### src/rtl/alu_pkg.sv
// Shared ALU encodings: opcodes driven into the ALU, main-decoder ALU_OP
// values, R-type FUNCT codes, and the id_ex_stage buffer occupancy states.
package alu_pkg;

    // ALU opcodes as consumed by the ALU
    localparam logic [3:0] ALU_AND = 4'b0000;
    localparam logic [3:0] ALU_OR  = 4'b0001;
    localparam logic [3:0] ALU_ADD = 4'b0010;
    localparam logic [3:0] ALU_SUB = 4'b0110;
    localparam logic [3:0] ALU_SLT = 4'b0111;
    localparam logic [3:0] ALU_NOR = 4'b1100;

    // Main-decoder ALU_OP field
    typedef enum logic [1:0] {
        ALUOP_ADD   = 2'b00,
        ALUOP_SUB   = 2'b01,
        ALUOP_RTYPE = 2'b10,
        ALUOP_SLT   = 2'b11
    } alu_op_e;

    // R-type FUNCT field values
    localparam logic [5:0] FUNCT_ADD = 6'b100000;
    localparam logic [5:0] FUNCT_SUB = 6'b100010;
    localparam logic [5:0] FUNCT_AND = 6'b100100;
    localparam logic [5:0] FUNCT_OR  = 6'b100101;
    localparam logic [5:0] FUNCT_SLT = 6'b101010;
    localparam logic [5:0] FUNCT_NOR = 6'b100111;

    // Occupancy of the two-entry elastic buffer (main register + skid)
    typedef enum logic [1:0] {
        BUF_EMPTY = 2'b00,
        BUF_ONE   = 2'b01,
        BUF_TWO   = 2'b10
    } buf_state_e;

endpackage

### src/rtl/alu_control.sv
// ALU control decode: maps main-decoder ALU_OP plus FUNCT to a 4-bit ALU
// opcode, flagging R-type function codes the ALU does not implement.
module alu_control
    import alu_pkg::*;
(
    input  logic [1:0] alu_op,
    input  logic [5:0] funct,
    output logic [3:0] op,
    output logic       illegal
);

    // Opcode decode; unknown R-type FUNCT falls back to add and raises illegal
    always_comb begin
        op      = ALU_ADD;
        illegal = 1'b0;
        case (alu_op_e'(alu_op))
            ALUOP_ADD: op = ALU_ADD;
            ALUOP_SUB: op = ALU_SUB;
            ALUOP_SLT: op = ALU_SLT;
            ALUOP_RTYPE: begin
                case (funct)
                    FUNCT_ADD: op = ALU_ADD;
                    FUNCT_SUB: op = ALU_SUB;
                    FUNCT_AND: op = ALU_AND;
                    FUNCT_OR:  op = ALU_OR;
                    FUNCT_SLT: op = ALU_SLT;
                    FUNCT_NOR: op = ALU_NOR;
                    default: begin
                        op      = ALU_ADD;
                        illegal = 1'b1;
                    end
                endcase
            end
            default: begin
                op      = ALU_ADD;
                illegal = 1'b0;
            end
        endcase
    end

endmodule

### src/rtl/id_ex_stage.sv
// Decode/execute boundary stage. Decodes the ALU opcode and selects operand B
// on the input side, then holds entries in a two-deep elastic buffer whose
// main register drives the ALU-facing outputs directly.
module id_ex_stage
    import alu_pkg::*;
#(
    parameter int DATA_W = 32,
    parameter int ADDR_W = 5
) (
    input  logic              CLK,
    input  logic              RST,
    input  logic              IN_VALID,
    output logic              IN_READY,
    input  logic [DATA_W-1:0] RS_DATA,
    input  logic [DATA_W-1:0] RT_DATA,
    input  logic [15:0]       IMM,
    input  logic              ALU_SRC,
    input  logic [1:0]        ALU_OP,
    input  logic [5:0]        FUNCT,
    input  logic [ADDR_W-1:0] RD_ADDR,
    input  logic              REG_WRITE,
    input  logic              FLUSH,
    output logic              OUT_VALID,
    input  logic              OUT_READY,
    output logic [DATA_W-1:0] A,
    output logic [DATA_W-1:0] B,
    output logic [3:0]        OP,
    output logic [ADDR_W-1:0] WB_ADDR,
    output logic              WB_EN,
    output logic              ILLEGAL
);

    typedef struct packed {
        logic [DATA_W-1:0] a;
        logic [DATA_W-1:0] b;
        logic [3:0]        op;
        logic [ADDR_W-1:0] wb_addr;
        logic              wb_en;
        logic              illegal;
    } entry_t;

    localparam entry_t RESET_ENTRY = '{
        a:       '0,
        b:       '0,
        op:      ALU_ADD,
        wb_addr: '0,
        wb_en:   1'b0,
        illegal: 1'b0
    };

    logic [3:0] dec_op;
    logic       dec_illegal;
    entry_t     new_entry;
    entry_t     main_q;
    entry_t     skid_q;
    buf_state_e state_q;
    logic       out_valid_q;
    logic       in_ready_q;
    logic       in_fire;
    logic       out_fire;

    alu_control u_alu_control (
        .alu_op  (ALU_OP),
        .funct   (FUNCT),
        .op      (dec_op),
        .illegal (dec_illegal)
    );

    assign in_fire  = IN_VALID & in_ready_q;
    assign out_fire = out_valid_q & OUT_READY;

    // Assemble the incoming entry: sign-extended immediate or RT as operand B
    always_comb begin
        new_entry         = RESET_ENTRY;
        new_entry.a       = RS_DATA;
        new_entry.b       = ALU_SRC ? {{(DATA_W-16){IMM[15]}}, IMM} : RT_DATA;
        new_entry.op      = dec_op;
        new_entry.wb_addr = RD_ADDR;
        new_entry.wb_en   = REG_WRITE & ~dec_illegal;
        new_entry.illegal = dec_illegal;
    end

    // Buffer control: IN_READY is registered, so the skid absorbs the one
    // entry that can arrive while the main register is stalled
    always_ff @(posedge CLK or posedge RST) begin
        if (RST) begin
            state_q     <= BUF_EMPTY;
            out_valid_q <= 1'b0;
            in_ready_q  <= 1'b1;
            main_q      <= RESET_ENTRY;
            skid_q      <= RESET_ENTRY;
        end else if (FLUSH) begin
            state_q     <= BUF_EMPTY;
            out_valid_q <= 1'b0;
            in_ready_q  <= 1'b1;
        end else begin
            case (state_q)
                BUF_EMPTY: begin
                    if (in_fire) begin
                        main_q      <= new_entry;
                        state_q     <= BUF_ONE;
                        out_valid_q <= 1'b1;
                    end
                end
                BUF_ONE: begin
                    case ({in_fire, out_fire})
                        2'b11: main_q <= new_entry;
                        2'b01: begin
                            state_q     <= BUF_EMPTY;
                            out_valid_q <= 1'b0;
                        end
                        2'b10: begin
                            skid_q     <= new_entry;
                            state_q    <= BUF_TWO;
                            in_ready_q <= 1'b0;
                        end
                        default: state_q <= BUF_ONE;
                    endcase
                end
                BUF_TWO: begin
                    if (out_fire) begin
                        main_q     <= skid_q;
                        state_q    <= BUF_ONE;
                        in_ready_q <= 1'b1;
                    end
                end
                default: begin
                    state_q     <= BUF_EMPTY;
                    out_valid_q <= 1'b0;
                    in_ready_q  <= 1'b1;
                end
            endcase
        end
    end

    assign IN_READY  = in_ready_q;
    assign OUT_VALID = out_valid_q;
    assign A         = main_q.a;
    assign B         = main_q.b;
    assign OP        = main_q.op;
    assign WB_ADDR   = main_q.wb_addr;
    assign WB_EN     = main_q.wb_en;
    assign ILLEGAL   = main_q.illegal;

endmodule
### config.mk
export PLATFORM = sky130hd
export DESIGN_NAME = id_ex_stage
export DESIGN_NICKNAME = d
export VERILOG_FILES = /design/src/rtl/alu_pkg.sv /design/src/rtl/alu_control.sv /design/src/rtl/id_ex_stage.sv
export SDC_FILE = /design/constraint.sdc
export NUM_CORES = 1
export LEC_CHECK = 0
export ABC_CLOCK_PERIOD_IN_PS = 6900
export CAP_MARGIN = 20
export CORE_AREA = 10 10 132 134
export DETAILED_ROUTE_END_ITERATION = 12
export DIE_AREA = 0 0 142 144
export GPL_TIMING_DRIVEN = 0
export PLACE_DENSITY = 0.77
export SETUP_SLACK_MARGIN = 0.1
export SLEW_MARGIN = 10
export SYNTH_ARGS = -nofsm -noshare
export SYNTH_HDL_FRONTEND = slang
export SYNTH_HIERARCHICAL = 1
export SYNTH_SLANG_ARGS = --single-unit
### constraint.sdc
create_clock -name CLK -period 6.9 [get_ports CLK]
set_input_delay 1.725 -clock CLK [delete_from_list [all_inputs] [get_ports CLK]]
set_output_delay 1.725 -clock CLK [all_outputs]
set_load 0.02 [all_outputs]
==> results.tsv <==
metric	value	unit
leakage	4.13	nW
syn_to_final_growth	36.8	%
viasPerCell	5.27	
grt_pass1_wl	27200	um
critPathCaptureType	output port	
hold_path_class	reg -> reg	
final_area	9880	um2
cts_setup_buffers	0	
cpPeakStageDelay	650	ps
drc_errors	0	
placed_area	9250	um2
crit_type	reg -> out	
crit_required	5180	ps
syn_area	7220	um2
cts_tree	yes	
rsz0062_at_grt	no	
hold_viol_final	0	
wl_met2	8450	um
detail-route-antenna-nets	0	
path_cells	clkdlybuf4s50_1	
setup_viol	0	
via_count	4662	
critical_path_arrival	1660	ps
synth_edf_count	0	
ys_ff_latch	154	
nets	784	
synth_nets	589	
total_power	3.94	mW
outcome	complete, no violations	
wl_per_cell	19.2	um
syn-mean-instance-area	14.8	um2
dp_hpwl	12500	um
synth.distinct_cells	31	
synth_ff_type	dfrtp_1	
syn_inst	488	
die_h	144	um
cts_resized	0	
routed_wl	17000	um
synth_area_leaders	dfrtp_1, mux2_2, mux2_1	
regArea	3860	um2
drt_first_iter_violations	170	
critical-path-top-delay-family	buffers and inverters	
timing.max_cap.violations	0	
ys.warnings.count	6	
power.density	398	nW/um2
combPwrFrac	35.3	%
htreeDepth	4	
p_clk_share	25.4	%
routabilityCongestion	0.780	
slew_violations	0	
cts_buffers	17	
dr.pass1.iters	4	
p_switching	1.15	mW
yosys.area.top_type	dfrtp_1	
place_ws	3130	ps
n_fill_cell	1098	
synth.top_cell.area_share	52.3	%
start_util	48.6	%
start_kind	flop	
peakVddDrop	0.000236	V
drive_gt1_share	39.4	%
num_io_pins	177	
coreArea	14900	um2
ys_async_sr_fraction	100	%
grt_max_degree	80	
path_clk_slew	60	ps
dr_wl_met3	1260	um
clock-skew-final	8.45	ps
antenna_cells	0	
fmax	0.296	GHz
fp.dieArea	20400	um2
antenna_found_initial	0	
multiInputGateArea	3200	um2
ys_top_cells_by_count	mux2_2, dfrtp_1, mux2_1, buf_2, buf_4	
grt_use_total	16.7	%
top_layer	met4	
period_needed	3380	ps
final_core_util	66.5	%
clock_path_buffers	2	
cts_root_buf	clkbuf_16	
setup_ws	3520	ps
postCtsHoldBufs	0	
yosysMostFrequentCell	mux2_2	
synth_seq_area_share	53.4	%
slew_headroom	54.9	%
power_switching_share	29.2	%
tightestPinTransition	676	ps
seqPwrFrac	39.3	%
crit_buf_inv	1	
crit_path_max_fanout	7	
grt-ovfl-total	0	
die_w	142	um
num_rows	45	
grt_pass1_vias	5150	
worstSkewPairLatency	420	ps
slowest_stage	clkdlybuf4s50_1	
met1Wirelength	7110	um
numPortBuffers	175	
whs	493	ps
cts_sinks	154	
finalCritPeriodShare	49.0	%
p_int	2.79	mW
[metal layers]
layer,global-route usage [%],vias up
met1,19.5,2353
met4,4.95,0
li1,-,2162
met5,0,-
met3,6.36,11
met2,27.9,136
[cells in the final DEF, fill, tap and decap left out, types with 6 or more instances in the layout]
cell               n
a21oi_1            6
buf_2             16
buf_4              7
clkbuf_1          10
clkbuf_16         17
clkdlybuf4s50_1  175
dfrtp_1          151
mux2_1            46
mux2_2           211
[flip-flops by register name (all words and copies together) (netlist names)]
| register | flops |
|---|---|
| A | 32 |
| ILLEGAL | 1 |
| WB_ADDR | 5 |
| WB_EN | 1 |
| IN_READY | 1 |
| state_q | 2 |
| skid_q | 75 |
| B | 32 |
| OUT_VALID | 1 |
| OP | 4 |
[final cells by class]
cell class / count / share of cell area, %
Multi-Input combinational cell: 301 / 32.3
Inverter: 3 / 0.190
Timing Repair Buffer: 176 / 18.0
Sequential cell: 154 / 39.0
Clock inverter: 9 / 1.72
Clock buffer: 23 / 4.73
Buffer: 30 / 1.61
Tap cell: 188 / 2.38
[stage by stage]
stage	cells	setup TNS, ps
after floorplan	488	0
after global placement	851	-139900
after detailed placement	852	0
after CTS	884	0
after global routing	884	0
final	884	0
[kinds of logic (layout without fill, tap and decap cells)]
kind of cell / Yosys count / in the layout / share of synthesized area (%)
AND/OR/NAND/NOR: 27 / 27 / 2.46
buffers and inverters: 33 / 241 / 2.36
multiplexers: 257 / 257 / 40.1
adder cells (fa/ha/maj): 1 / 1 / 0.173
AO/OA/AOI/OAI: 16 / 16 / 1.56
flip-flops: 154 / 154 / 53.4
[worst paths after layout]
check                                       startpoint                      to  slack (ps)  cells past startpoint
worst min-delay path                 OP[3]$_DFFE_PP0P_       OP[3]$_DFFE_PP0P_         490                      1
worst max-delay path              IN_READY$_DFFE_PP1P_                IN_READY        3520                      1
min in group asynchronous                          RST  skid_q[55]$_DFFE_PP0P_        1760                      2
worst max register to register  state_q[0]$_DFFE_PP0P_       A[19]$_DFFE_PP0P_        4810                      6
max in group asynchronous                          RST   skid_q[0]$_DFFE_PP0P_        4370                      3
worst min register to register       OP[3]$_DFFE_PP0P_       OP[3]$_DFFE_PP0P_         490                      1
[power by group through the flow]
stage	clock network [mW]	registers, mW	logic, mW
final	1.00	1.55	1.39
after global placement	0	1.53	1.37
after global routing	1.06	1.60	1.49
after detailed placement	0	1.56	1.41
after CTS	1.02	1.55	1.42
after floorplan	0	1.77	0.538
Note: power is estimated with default switching activity, not from simulation.
